===== src/rtl/sc_4b_pkg.sv =====
// Shared constants and types for the 4-bit synchronous counter slice.
package sc_pkg;

    localparam int SC_WIDTH = 4;

    typedef logic [SC_WIDTH-1:0] count_t;

    localparam count_t SC_MAX  = '1;
    localparam count_t SC_ZERO = '0;

endpackage : sc_pkg


===== src/rtl/sc_4b_if.sv =====
// Counter control/status bundle.
//
// Handshake: there is no valid/ready pair here. cten and prs are level
// controls sampled on every rising clock edge; out is the registered count
// and tc is a combinational flag (cten AND out==all-ones) valid whenever
// cten and out are stable.
interface sc_4b_if
    import sc_pkg::*;
#(
    parameter int WIDTH = SC_WIDTH
);
    logic             cten;
    logic             prs;
    logic [WIDTH-1:0] out;
    logic             tc;

    modport master (
        output cten,
        output prs,
        input  out,
        input  tc
    );

    modport slave (
        input  cten,
        input  prs,
        output out,
        output tc
    );
endinterface : sc_4b_if


===== src/rtl/sc_4b_bit_cell.sv =====
// One counter bit: a single flop with synchronous clear, preset and toggle.
module sc_bit_cell (
    input  logic clk,
    input  logic clr,
    input  logic prs_i,
    input  logic tgl_i,
    output logic q_o
);
    logic q_q;
    logic q_d;

    // Next value: preset beats toggle; clear is applied in the flop itself.
    always_comb begin
        q_d = q_q;
        if (prs_i) begin
            q_d = 1'b1;
        end else if (tgl_i) begin
            q_d = ~q_q;
        end
    end

    // Bit register with synchronous active-low clear taking top priority.
    always_ff @(posedge clk) begin
        if (!clr) begin
            q_q <= 1'b0;
        end else begin
            q_q <= q_d;
        end
    end

    assign q_o = q_q;
endmodule : sc_bit_cell


===== src/rtl/sc_4b.sv =====
// 4-bit synchronous up-counter with preset, built from per-bit toggle cells.
// Each bit toggles when cten is high and every lower bit is one, so all
// carries are resolved in parallel from the current count.
module sc_4b
    import sc_pkg::*;
#(
    parameter int WIDTH = SC_WIDTH
) (
    input  logic          clk,
    input  logic          clr,
    sc_4b_if.slave        bus
);
    logic [WIDTH-1:0] cnt;
    logic [WIDTH-1:0] tgl;

    // Per-bit toggle enables and bit cells.
    for (genvar i = 0; i < WIDTH; i++) begin : g_bit
        if (i == 0) begin : g_lsb
            assign tgl[i] = bus.cten;
        end else begin : g_upper
            assign tgl[i] = bus.cten & (&cnt[i-1:0]);
        end

        sc_bit_cell u_cell (
            .clk   (clk),
            .clr   (clr),
            .prs_i (bus.prs),
            .tgl_i (tgl[i]),
            .q_o   (cnt[i])
        );
    end

    assign bus.out = cnt;
    // Terminal count gated by cten so cascaded blocks only ripple when enabled.
    assign bus.tc  = bus.cten & (&cnt);
endmodule : sc_4b


===== src/flat_wrapper.sv =====
// flat-port wrapper written by rule: the top's interface ports become plain ports
module sc_4b_flat import sc_pkg::*;
#(
    parameter int WIDTH = SC_WIDTH
)
  (clk, clr, bus_cten, bus_prs, bus_out, bus_tc);
  sc_4b_if #(.WIDTH(WIDTH)) bus_i ();
  input  logic clk;
  input  logic clr;
  input wire logic [$bits(bus_i.cten)-1:0] bus_cten;
  input wire logic [$bits(bus_i.prs)-1:0] bus_prs;
  output wire logic [$bits(bus_i.out)-1:0] bus_out;
  output wire logic [$bits(bus_i.tc)-1:0] bus_tc;
  assign bus_i.cten = bus_cten;
  assign bus_i.prs = bus_prs;
  assign bus_out = bus_i.out;
  assign bus_tc = bus_i.tc;
  sc_4b #(.WIDTH(WIDTH)) u_core (.clk(clk), .clr(clr), .bus(bus_i));
endmodule

===== config.mk =====
export PLATFORM = sky130hd
export DESIGN_NAME = sc_4b_flat
export DESIGN_NICKNAME = d
export VERILOG_FILES = /design/src/rtl/sc_4b_pkg.sv /design/src/rtl/sc_4b_if.sv /design/src/rtl/sc_4b_bit_cell.sv /design/src/rtl/sc_4b.sv /design/src/flat_wrapper.sv
export SDC_FILE = /design/constraint.sdc
export NUM_CORES = 1
export LEC_CHECK = 0
export BUFFER_PORTS_ARGS = -buffer_cell sky130_fd_sc_hd__buf_2
export CORE_AREA = 2 2 39 41
export CTS_CLUSTER_DIAMETER = 100
export DETAILED_ROUTE_END_ITERATION = 12
export DIE_AREA = 0 0 41 43
export MAX_ROUTING_LAYER = met4
export PLACE_DENSITY = 0.38
export SLEW_MARGIN = 20
export SYNTH_ARGS = -nofsm -noshare
export SYNTH_HDL_FRONTEND = slang
export SYNTH_SLANG_ARGS = --single-unit

===== constraint.sdc =====
create_clock -name clk -period 1 [get_ports clk]
set_input_delay 0 -clock clk [delete_from_list [all_inputs] [get_ports clk]]
set_output_delay 0 -clock clk [all_outputs]
set_load 0.1 [all_outputs]

# Word-level counts from Yosys, hierarchy flattened
# Cells that the tools add are included.
# totals
register_bits,4
inputBits,4
out_inout_bits,5
word_cells,27
# classes
n_mux,8
bitwise,8
n_reduce_logical,7
# ops
op,n
1-bit 2-to-1 mux,8
2-bit nonzero test,4
1-bit bitwise AND,4
1-bit inverter,4
4-bit AND reduction,1
3-bit AND reduction,1
2-bit AND reduction,1

# Longest topological paths before layout
# depth
depth_word,4
ltp_mapped,3
depth_no_buf,3

# By module
# Synthesis repeated with hierarchy kept, for this count alone.
# hier_totals
cells_unflattened,16
area_unflattened_um2,175.2
# by_module_without_submodules
mod,instances,cells_per_inst,area_per_inst_um2,seq_area_each_um2
sc_bit_cell,4,3,36.3,20.0
sc_4b,1,4,30.0,0.0

# Worst setup path after synthesis
# OpenSTA, ideal clock, no wires.
# synth_path
kind,flip-flop to output port
from,reg u_core.g_bit[0].u_cell.q_q
to,out bus_tc
arrival_ns,1.366
required_time_ns,1.000
path_slack_ns,-0.366
stages_incl_launch_ff,3
n_path_buf,0
cell_sequence,dfxtp_1 and3_1 and3_1
# synth_between
elab_chain_len,2
# synth_lines
element,line,source
start: declaration,sc_4b_bit_cell.sv:9,logic q_q;
start signal: assignment,sc_4b_bit_cell.sv:27,q_q <= q_d;
4-bit AND reduction,sc_4b.sv:35,assign bus.tc = bus.cten & (&cnt);
1-bit bitwise AND,sc_4b.sv:35,
end: declaration,flat_wrapper.sv:13,output wire logic [$bits(bus_i.tc)-1:0] bus_tc;
# No other way between the ends.

# Worst setup path in the final report
# Same ends and word-level chain as after synthesis.

==> flow_metrics.tcl <==
set metrics [dict create \
    status "finished, violations left" \
    violations "negative setup slack" \
    dp.cells 44 \
    dp_worst_setup_slack_ps 41.4 \
    seq_power_share_pct 30.0 \
    h-tree-depth 1 \
    antenna_found_initial 0 \
    rsz0062_at_grt "true" \
    syn_to_final_growth_pct 97.0 \
    yosysWarnings 0 \
    p_int_mw 0.410 \
    rows 14 \
    overflow 0 \
    p_sw_share_pct 34.1 \
    fin_area_um2 407 \
    wirelength_um 442 \
    combPwrFrac_pct 39.1 \
    cp.required_ps 1000 \
    cts_max_path_buffers 2 \
    tns_ps -143 \
    holdBufCountCts 0 \
    fin_nets 40 \
    drtIter0Drc 2 \
    track_usage_pct 6.06 \
    drive_gt1_share_pct 76.5 \
    setup_viol 3 \
    hold_violations 0 \
    final.setup_skew_ps 0.470 \
    yosys.area.top_type_share_pct 38.8 \
    drc 0 \
    worst-slew-pin-transition_ps 193 \
    numCtsBuffers 3 \
    syn_nets 25 \
    final_cell_mix "buf_12, buf_4, clkbuf_4, buf_2" \
    hold_ws_ps 10.2 \
    clkTransAtPathRegs_ps 40 \
    cts_tree "built" \
    period_needed_ps 1070 \
    grt_pass1_wl_um 690 \
    syn-cell-area_um2 206 \
    finalPower_mw 0.623 \
    routedWlPerCell_um 8.84 \
    hold_path.class "in2reg" \
    clk_latency_ps 230 \
    leakage_nw 0.176 \
    die_height_um 43 \
    grt_max_degree 6 \
    fin_ws_ps -71.3 \
    fin_util_pct 29.4 \
    antenna_left 0 \
    largest_register_ffs 4 \
    cap_violations 0 \
    path_class "reg2out" \
    slew_headroom_pct 87.1 \
    placed_cell_area_um2 339 \
    ys_ff_latch 4 \
    peakVddDrop_v 0.000515 \
    syn_inst 21 \
    num_io_pins 9 \
    avgSynthCellArea_um2 9.83 \
    post-synth-top-area-cell "dfxtp_1" \
    die_area_mm2 0.00176 \
    coreArea_mm2 0.00138 \
    drv_slew 0 \
    ys_top_cells_by_area "dfxtp_1, buf_4, o21a_1" \
    p_switching_mw 0.213 \
    cts_root_buf "clkbuf_4" \
    dr.pass1.iters 2 \
    synthDistinctLibCells 12 \
    critPathCaptureType "output port" \
    grt_pass1_vias 187 \
    numPortBuffers 8 \
    final_cell_count_no_fill 50 \
    worstPathArrival_ps 1070 \
    fp.dieW_um 41 \
    cts_sinks 4 \
    place.gp.congestion 0.618 \
    synth-seq-area-share_pct 38.8 \
    worst-path-max-fanout 2 \
    period_share_pct 107 \
    worst_setup_path_start_kind "flop" \
    post_drt_via_cell_ratio 3.70 \
    vias 185 \
    power.density_mw_per_mm2 1530 \
    n_fill_cell 144 \
    clockPowerShare_pct 30.9 \
    start_util_pct 14.9 \
    diodes 0 \
    timing.fmax_ghz 0.933 \
]
==> what timing repair did <==
action	in CTS	in global routing
setup endpoints to repair	1	5
gates resized for setup	6	2
pin swaps	2	3
buffers inserted	3	0
==> cells in the mapped netlist <==
| cell type | count |
|---|---|
| nand4_2 | 1 |
| and3_1 | 2 |
| xnor2_1 | 1 |
| a31o_2 | 1 |
| buf_4 | 4 |
| o21bai_1 | 1 |
| xor2_1 | 1 |
| dfxtp_1 | 4 |
| o21a_1 | 2 |
| nor2b_1 | 1 |
| and2_1 | 1 |
| a21oi_1 | 2 |
==> logic make-up (layout without fill, tap and decap cells) <==
| logic type | after synthesis | after routing | synth area share (%) |
|---|---|---|---|
| compound gates | 6 | 6 | 20.0 |
| simple gates | 5 | 5 | 18.2 |
| flops | 4 | 4 | 38.8 |
| buf+inv | 4 | 17 | 14.5 |
| xor+xnor | 2 | 2 | 8.49 |
==> critical path, cell delays in order, from the launching register on <==
cell and delay, ps:
dfxtp_4 330, and3_4 160, and3_4 180, buf_12 170
==> final timing paths <==
check | startpoint | end | slack, ps | cells past startpoint
max | u_core.g_bit[0].u_cell.q_o | bus_tc | -70 | 3
min | clr | u_core.g_bit[3].u_cell.q_o | 10 | 2
max reg2reg | u_core.g_bit[0].u_cell.q_o | u_core.g_bit[1].u_cell.q_o | -60 | 5
min reg2reg | u_core.g_bit[2].u_cell.q_o | u_core.g_bit[2].u_cell.q_o | 590 | 3
==> final cells by class <==
class                      instances  area (um^2)  area share [%]
timing repair buffer              14          164            40.3
clock buffer                       3         22.5            5.54
multi-input combinational         13          114            28.0
tap                               16         20.0            4.92
sequential                         4         86.3            21.2
==> power groups by stage <==
| stage | Sequential (mW) | Clock, mW | Combinational, mW |
|---|---|---|---|
| final | 0.187 | 0.192 | 0.244 |
| after CTS | 0.186 | 0.205 | 0.239 |
| after global placement | 0.193 | 0 | 0.215 |
| after detailed placement | 0.194 | 0 | 0.217 |
| after global routing | 0.188 | 0.207 | 0.254 |
| after floorplan | 0.190 | 0 | 0.145 |
==> per-layer routing <==
| metal | routed length, um | part of all wire (%) | GRT usage [%] | up-vias |
|---|---|---|---|---|
| met5 | 0 | 0 | - | - |
| met4 | 0 | 0 | 6.00 | 0 |
| met3 | 48 | 11 | 2.09 | 0 |
| met2 | 209 | 47 | 8.13 | 7 |
| met1 | 184 | 42 | 6.41 | 82 |
| li1 | - | - | - | 96 |
Power figures use the tool's default switching activity.
